==> src/rtl/div_rep_sub_pkg.sv <==
// Shared types and constants for the repeated-subtraction divider.
package div_rep_sub_pkg;

  localparam int unsigned WIDTH_DEF = 16;

  // Control FSM states
  typedef enum logic [2:0] {
    ST_IDLE   = 3'd0,
    ST_WAIT   = 3'd1,
    ST_LOAD_N = 3'd2,
    ST_LOAD_D = 3'd3,
    ST_SUB    = 3'd4,
    ST_DONE   = 3'd5
  } state_e;

endpackage

==> src/rtl/div_rep_sub_datapath.sv <==
// Datapath for the repeated-subtraction divider: R, D, Q registers,
// subtractor, incrementer and unsigned comparator.
module div_rep_sub_datapath
  import div_rep_sub_pkg::*;
#(
  parameter int unsigned WIDTH = WIDTH_DEF
) (
  input  logic             clk,
  input  logic             rst_n,
  input  logic [WIDTH-1:0] data_in,
  input  logic             ld_r,
  input  logic             ld_d,
  input  logic             clr_q,
  input  logic             set_q,
  input  logic             inc_q,
  input  logic             sub_r,
  output logic             r_ge_d,
  output logic [WIDTH-1:0] q,
  output logic [WIDTH-1:0] r
);

  logic [WIDTH-1:0] d;

  // Unsigned compare straight from the registers gates the subtract
  assign r_ge_d = (r >= d);

  // Remainder register: loaded with the dividend, then reduced by D
  always_ff @(posedge clk or negedge rst_n) begin
    if (!rst_n) begin
      r <= '0;
    end else if (ld_r) begin
      r <= data_in;
    end else if (sub_r) begin
      r <= WIDTH'(r - d);
    end
  end

  // Divisor register
  always_ff @(posedge clk or negedge rst_n) begin
    if (!rst_n) begin
      d <= '0;
    end else if (ld_d) begin
      d <= data_in;
    end
  end

  // Quotient register: all ones flags a zero divisor, otherwise counts subtracts
  always_ff @(posedge clk or negedge rst_n) begin
    if (!rst_n) begin
      q <= '0;
    end else if (set_q) begin
      q <= '1;
    end else if (clr_q) begin
      q <= '0;
    end else if (inc_q) begin
      q <= WIDTH'(q + WIDTH'(1));
    end
  end

endmodule

==> src/rtl/div_rep_sub_unit.sv <==
// Unsigned divider by repeated subtraction: control FSM plus registered flags,
// driving div_rep_sub_datapath. Operands arrive serially on data_in.
module div_rep_sub_unit
  import div_rep_sub_pkg::*;
#(
  parameter int unsigned WIDTH = WIDTH_DEF
) (
  input  logic             clk,
  input  logic             rst_n,
  input  logic             start,
  input  logic [WIDTH-1:0] data_in,
  output logic [WIDTH-1:0] quotient,
  output logic [WIDTH-1:0] remainder,
  output logic             busy,
  output logic             done,
  output logic             div_by_zero
);

  state_e state, state_nxt;
  logic   busy_nxt, done_nxt, dz_nxt;
  logic   ld_r, ld_d, clr_q, set_q, inc_q, sub_r;
  logic   r_ge_d;

  // State and output flag registers
  always_ff @(posedge clk or negedge rst_n) begin
    if (!rst_n) begin
      state       <= ST_IDLE;
      busy        <= 1'b0;
      done        <= 1'b0;
      div_by_zero <= 1'b0;
    end else begin
      state       <= state_nxt;
      busy        <= busy_nxt;
      done        <= done_nxt;
      div_by_zero <= dz_nxt;
    end
  end

  // Next-state, flag and datapath control decode
  always_comb begin
    state_nxt = state;
    busy_nxt  = busy;
    done_nxt  = done;
    dz_nxt    = div_by_zero;
    ld_r      = 1'b0;
    ld_d      = 1'b0;
    clr_q     = 1'b0;
    set_q     = 1'b0;
    inc_q     = 1'b0;
    sub_r     = 1'b0;
    unique case (state)
      ST_IDLE: begin
        if (start) begin
          state_nxt = ST_WAIT;
          busy_nxt  = 1'b1;
          done_nxt  = 1'b0;
          dz_nxt    = 1'b0;
        end
      end
      ST_WAIT: begin
        state_nxt = ST_LOAD_N;
      end
      ST_LOAD_N: begin
        ld_r      = 1'b1;
        state_nxt = ST_LOAD_D;
      end
      ST_LOAD_D: begin
        ld_d  = 1'b1;
        clr_q = 1'b1;
        if (data_in == '0) begin
          set_q     = 1'b1;
          dz_nxt    = 1'b1;
          state_nxt = ST_DONE;
        end else begin
          state_nxt = ST_SUB;
        end
      end
      ST_SUB: begin
        if (r_ge_d) begin
          inc_q = 1'b1;
          sub_r = 1'b1;
        end else begin
          state_nxt = ST_DONE;
          done_nxt  = 1'b1;
          busy_nxt  = 1'b0;
        end
      end
      ST_DONE: begin
        // A zero divisor enters here without a compare cycle, so done
        // rises one cycle later, keeping the one-exit-cycle latency.
        if (start) begin
          state_nxt = ST_WAIT;
          busy_nxt  = 1'b1;
          done_nxt  = 1'b0;
          dz_nxt    = 1'b0;
        end else begin
          done_nxt = 1'b1;
          busy_nxt = 1'b0;
        end
      end
      default: begin
        state_nxt = ST_IDLE;
      end
    endcase
  end

  div_rep_sub_datapath #(
    .WIDTH (WIDTH)
  ) u_datapath (
    .clk     (clk),
    .rst_n   (rst_n),
    .data_in (data_in),
    .ld_r    (ld_r),
    .ld_d    (ld_d),
    .clr_q   (clr_q),
    .set_q   (set_q),
    .inc_q   (inc_q),
    .sub_r   (sub_r),
    .r_ge_d  (r_ge_d),
    .q       (quotient),
    .r       (remainder)
  );

endmodule

==> config.mk <==
export PLATFORM = sky130hd
export DESIGN_NAME = div_rep_sub_unit
export DESIGN_NICKNAME = d
export VERILOG_FILES = /design/src/rtl/div_rep_sub_pkg.sv /design/src/rtl/div_rep_sub_datapath.sv /design/src/rtl/div_rep_sub_unit.sv
export SDC_FILE = /design/constraint.sdc
export NUM_CORES = 1
export LEC_CHECK = 0
export BUFFER_PORTS_ARGS = -buffer_cell sky130_fd_sc_hd__buf_2
export CORE_MARGIN = 2
export CORE_UTILIZATION = 25
export CTS_CLUSTER_SIZE = 30
export DETAILED_ROUTE_END_ITERATION = 8
export GPL_ROUTABILITY_DRIVEN = 0
export HOLD_SLACK_MARGIN = 0.02
export MAX_ROUTING_LAYER = met4
export PLACE_DENSITY = 0.49
export SLEW_MARGIN = 20
export SYNTH_ARGS = -nofsm -noshare
export SYNTH_HDL_FRONTEND = slang
export SYNTH_SLANG_ARGS = --single-unit
==> constraint.sdc <==
create_clock -name clk -period 2.85 [get_ports clk]
set_input_delay 0.4275 -clock clk [delete_from_list [all_inputs] [get_ports clk]]
set_output_delay 0.4275 -clock clk [all_outputs]
set_load 0.05 [all_outputs]
## Word-level counts from Yosys, hierarchy flattened

Cells that the tools add are included.

- Bits in writable memories: 0
- Bits in read-only memories: 0
- Memories: 0
- Bits in latches: 0
- Register bits: 54

- Multiply operators: 0
- Bitwise gates (word level): 0
- Divide/modulo/power cells: 0
- Mux-type cells: 25
- Shift operators: 0
- Reduce and logical (&&, ||, !) cells: 10
- $lt $le $gt $ge: 1
- $add $sub $neg: 2
- Eq/ne operators: 9

Operators by type and width:

| kind | count |
|---|---|
| $mux 16 | 5 |
| $add 16x1->16 const B | 1 |
| $ge 16x16->1 | 1 |
| $logic_not 16->1 | 1 |
| $sub 16x16->16 | 1 |
| $pmux 3 s5 | 1 |
| $mux 1 | 14 |
| $eq 3x2->1 const B | 2 |
| $eq 3x3->1 const B | 2 |
| $mux 3 | 2 |
| $ne 2x2->1 const B | 3 |
| $pmux 1 s3 | 2 |
| $reduce_and 3->1 | 2 |
| $reduce_bool 3->1 | 2 |
| $reduce_bool 2->1 | 2 |
| $eq 3x1->1 const B | 1 |
| $logic_not 3->1 | 1 |
| $ne 2x1->1 const B | 1 |
| $pmux 1 s2 | 1 |
| $reduce_and 2->1 | 1 |
| $reduce_or 2->1 | 1 |

## Logic depth before layout (Yosys ltp)

- Depth after elaboration: 6
- Mapped depth: 11
- Depth with buffers taken out: 10

## Hierarchy

A second synthesis with hierarchy kept.

- Cells, all modules: 371
- Area total of the unflattened synthesis: 3375.7 sq um

Modules (own cells, without submodules):

| module | instances | area each (sq um) | sequential area each (sq um) | cells an instance |
|---|---|---|---|---|
| div_rep_sub_datapath | 1 | 2906.5 | 1201.2 | 319 |
| div_rep_sub_unit | 1 | 469.2 | 150.1 | 52 |

## Worst setup path before layout

No wires, ideal clock.

- Path kind: register to register
- From: reg u_datapath.r[0]
- To: reg u_datapath.r[0]
- Path slack: 71 ps
- Clock period less this slack: 2779 ps
- Data required time: 2726 ps
- Stages on the path, launching flop included: 12
- Arrival: 2655 ps
- Path through: dfrtp_1 -> inv_1 -> ha_1 -> inv_1 -> fa_1 -> a211oi_1 -> nor2_1 -> o211ai_1 -> a311o_2 -> buf_4 -> nor2_1 -> a211o_1

- Word-level cells in the longest chain between the ends: 4

Ends and longest elaborated chain:

| what | RTL line | source |
|---|---|---|
| start: declaration | div_rep_sub_datapath.sv:19 | `output logic [WIDTH-1:0] r` |
| start signal: assignment | div_rep_sub_datapath.sv:32 | `r <= data_in;` |
| start signal: assignment | div_rep_sub_datapath.sv:34 | `r <= WIDTH'(r - d);` |
| $ge 16x16->1 | div_rep_sub_datapath.sv:25 | `assign r_ge_d = (r >= d);` |
| $mux 1 | div_rep_sub_unit.sv:79 | `if (r_ge_d) begin` |
| $mux 1 | div_rep_sub_unit.sv:51 | `unique case (state)` |
| $reduce_bool 2->1 (no line) | - |  |

Several ways; a longest one is shown, not always the timed one. The select of a mux whose other input is x is not followed.
A chain may end at the register's enable or synchronous reset.

## Worst setup path in the final report

- From: reg u_datapath.r[0]
- To: reg u_datapath.r[4]

The elaborated chain is that of the path after synthesis.

==> out/metrics.json <==
{
  "run_status": {
    "result_of_the_run": "finished clean"
  },
  "sta": {
    "rsz0062_at_grt": "no",
    "timing.final.setup_violations": 0,
    "relSlewSlack_pct": 51.90,
    "final.setup.worst_slack_ns": 0.1843,
    "final_max_slew_viol_count": 0,
    "timing.setup.tns_ns": 0,
    "finalCritPeriodShare_pct": 93.53,
    "period_minus_slack_ns": 2.666,
    "worst_slew_pin_slew_ns": 0.7194,
    "skew_ns": 0.007679,
    "fmax_ghz": 0.3751,
    "final-hold-violation-count": 0
  },
  "critical_path": {
    "timing.critical_path.from": "u_datapath.r[0]$_DFFE_PN0P_",
    "worst_path_required_ns": 3.03,
    "path_max_fanout": 26,
    "max_stage_delay_ns": 0.39,
    "setup.worst_path.class": "register to register",
    "timing.critical_path.mode_cell": "inv_1",
    "crit_path_cell_trace": "inv_1 > ha_1 > inv_1 > fa_2 > a211oi_2 > nor2_1 > o211ai_1 > a311o_2 > buf_12 > nor3_1 > a221o_1",
    "crit_path_start_kind": "register",
    "wp_buf_inv": 3,
    "cpLargestDelayFamily": "compound AO/OA/AOI/OAI gates",
    "worstReg2RegStart": "u_datapath.r[0]$_DFFE_PN0P_",
    "endpoint_kind": "register",
    "cp_data_arrival_time_ns": 2.85,
    "crit_slowest_cell": "dfrtp_1"
  },
  "synth": {
    "synth-main-ff-cell": "dfrtp_1",
    "yosys.area_share.simple_pct": 17.84,
    "synth_top_family_by_area": "compound AO/OA/AOI/OAI gates",
    "post_synth_main_area_contributors": "dfrtp_1 (38%), ha_1 (6.1%), a21oi_1 (5.3%)",
    "post_synth_inst_count": 390,
    "netlist-cell-type-count": 60,
    "synth_seq_area_share_pct": 38.46,
    "yosys_synthesis_warning_count": 0,
    "mappedNetlistNets": 427,
    "ys_ff_latch": 54,
    "asyncSetResetFlopFracSynth_pct": 100.0,
    "synth_xor_area_share_pct": 2.742,
    "synthAdderAreaFrac_pct": 6.624,
    "synth.cell_area_sq_mm": 0.003513,
    "post-synth-top-area-fraction_pct": 38.46,
    "synth_top_cell_by_area": "dfrtp_1",
    "post_synth.cell_area_avg_sq_um": 9.009,
    "synth.area.mux_share_pct": 0,
    "synthesized_area_fraction_occupied_by_ao_oa_aoi_and_oai_cells_pct": 28.88,
    "synth_enable_flop_cells": 0
  },
  "route": {
    "detail_route.iter0.violations": 221,
    "dr_total_vias": 3164,
    "detail_route.drc_violations": 0,
    "antenna_left": 0,
    "post_drt_wl_per_cell_um": 16.28,
    "route.final.wire_length_um": 10160,
    "vias_per_cell": 5.071,
    "router_iterations_before_antenna_repair": 4
  },
  "hold_path": {
    "worstHoldPathType": "primary input to async pin"
  },
  "cts": {
    "worstSkewPairLatency_ns": 0.30,
    "clock_sink_count": 54,
    "cts.reportedPaths.clkPinSlew_ns": 0.07,
    "ctsLongestPathBuffers": 2,
    "tritoncts": "built",
    "ctsHoldBuffers": 0,
    "clockRootBuffer": "clkbuf_16",
    "number_of_levels_the_h_tree_was_split_into": 2,
    "cts-buffers-inserted": 5
  },
  "floorplanning": {
    "chipWidth_um": 122.5,
    "fp.dieArea_sq_mm": 0.01502,
    "ios": 54,
    "fp.coreArea_sq_mm": 0.01383,
    "dieHeight_um": 122.5,
    "rows": 43,
    "initial_core_util_pct": 25.41
  },
  "pwr": {
    "power.leakage_nw": 1.922,
    "power-per-cell-area_mw_per_mm2": 1403,
    "ir_drop_mv": 0.4347,
    "total_power_mw": 5.933
  },
  "global_routing": {
    "groute.usage.overall_pct": 14.25,
    "antenna_found_initial": 0,
    "grt_pass1_wl_um": 16280,
    "first_global_vias": 3053,
    "grt.overflow.total": 0,
    "grt_max_degree": 47
  },
  "finish": {
    "finish.utilization_pct": 30.59,
    "area_growth_pct": 20.41,
    "highest_count_cells_in_the_layout_ignoring_fill_and_taps": "dfrtp_1 (54), buf_2 (53), nand2_1 (38)",
    "most_common_library_cell_in_the_layout_ignoring_fill_and_taps": "dfrtp_1",
    "layout.nets": 480,
    "final_layout_size_suffix_gt1_share_pct": 20.05,
    "fillCellCount": 1458,
    "antenna-diode-count": 0
  },
  "placement": {
    "preCtsSetupSlack_ns": 0.1044,
    "dp.final_hpwl_um": 7328,
    "numPortBuffers": 53
  },
  "job": {
    "max_cap_violations": 0
  }
}
==> report_power, final <==
part	switching [mW]	internal, mW	leakage [nW]
Combinational	2.39	1.40	1.14
Sequential	0.261	1.06	0.685
Clock	0.298	0.528	0.0971
==> path summary, 6_finish.rpt <==
check                                               endpoint  slack (ns)  cells after the start
worst min-delay path            u_datapath.q[12]$_DFFE_PN0P_        0.03                      1
max in group asynchronous        u_datapath.d[6]$_DFFE_PN0P_        2.15                      2
worst max-delay path             u_datapath.r[4]$_DFFE_PN0P_        0.18                     11
min in group clk                 u_datapath.d[0]$_DFFE_PN0P_        0.35                      3
worst min register to register   u_datapath.d[0]$_DFFE_PN0P_        0.51                      2
worst max register to register   u_datapath.r[4]$_DFFE_PN0P_        0.18                     11
==> through the flow <==
| step | cell area (sq um) | hold slack [ns] | instances |
|---|---|---|---|
| 5_1_grt | 4230 | 0.05347 | 624 |
| 2_1_floorplan | 3513 | 0.1319 | 390 |
| 3_3_place_gp | 4013 | 0.3682 | 615 |
| 6_report | 4230 | 0.02562 | 624 |
| 4_1_cts | 4212 | 0.04233 | 623 |
| 3_5_place_dp | 4013 | 0.3669 | 615 |
==> layer usage <==
layer  part of all wire (%)  global-route usage [%]  wire (um)
met2                     46                   21.42       4702
met4                    1.6                   3.951        158
met1                     48                   19.86       4892
met3                    4.0                   2.277        404
met5                      0                       -          0
==> cells by family (layout without fill, tap and decap cells) <==
family,Yosys count,after routing
AO/OA/AOI/OAI,143,143
AND/OR/NAND/NOR,121,121
XOR/XNOR,11,11
buffers and inverters,43,97
adder cells (fa/ha/maj),18,18
flip-flops,54,54
==> cell usage after synthesis, types with 6 or more instances <==
library cell and number:
o21ai_0 23, inv_1 22, clkbuf_1 11, a21oi_1 37, a31oi_1 13, ha_1 17, and3_1 11, nand3_1 6
nor2_1 23, nor3_1 8, dfrtp_1 54, o22a_1 16, a221o_1 10, nand2_1 38, nor4_1 7, xor2_1 6
==> area by class of cell <==
type | instances | area (sq um) | area share, %
clock inverter | 2 | 60.06 | 1.420
clock buffer | 6 | 138.9 | 3.283
multi-input combinational | 293 | 1986 | 46.94
sequential | 54 | 1351 | 31.94
inverter | 22 | 82.58 | 1.952
tap | 180 | 225.2 | 5.324
timing repair buffer | 67 | 386.6 | 9.139
==> sequential cells by signal, summed over array words and instances, names as in the netlist <==
signal        count
busy              1
state             3
u_datapath.d     16
u_datapath.q     16
u_datapath.r     16
div_by_zero       1
done              1
==> what timing repair did <==
action,4_1_cts,5_1_grt
gates resized for setup,0,3
setup endpoints to repair,0,28
endpoints found under the hold margin,0,0
buffers inserted,0,1
Power figures use the tool's default switching activity.
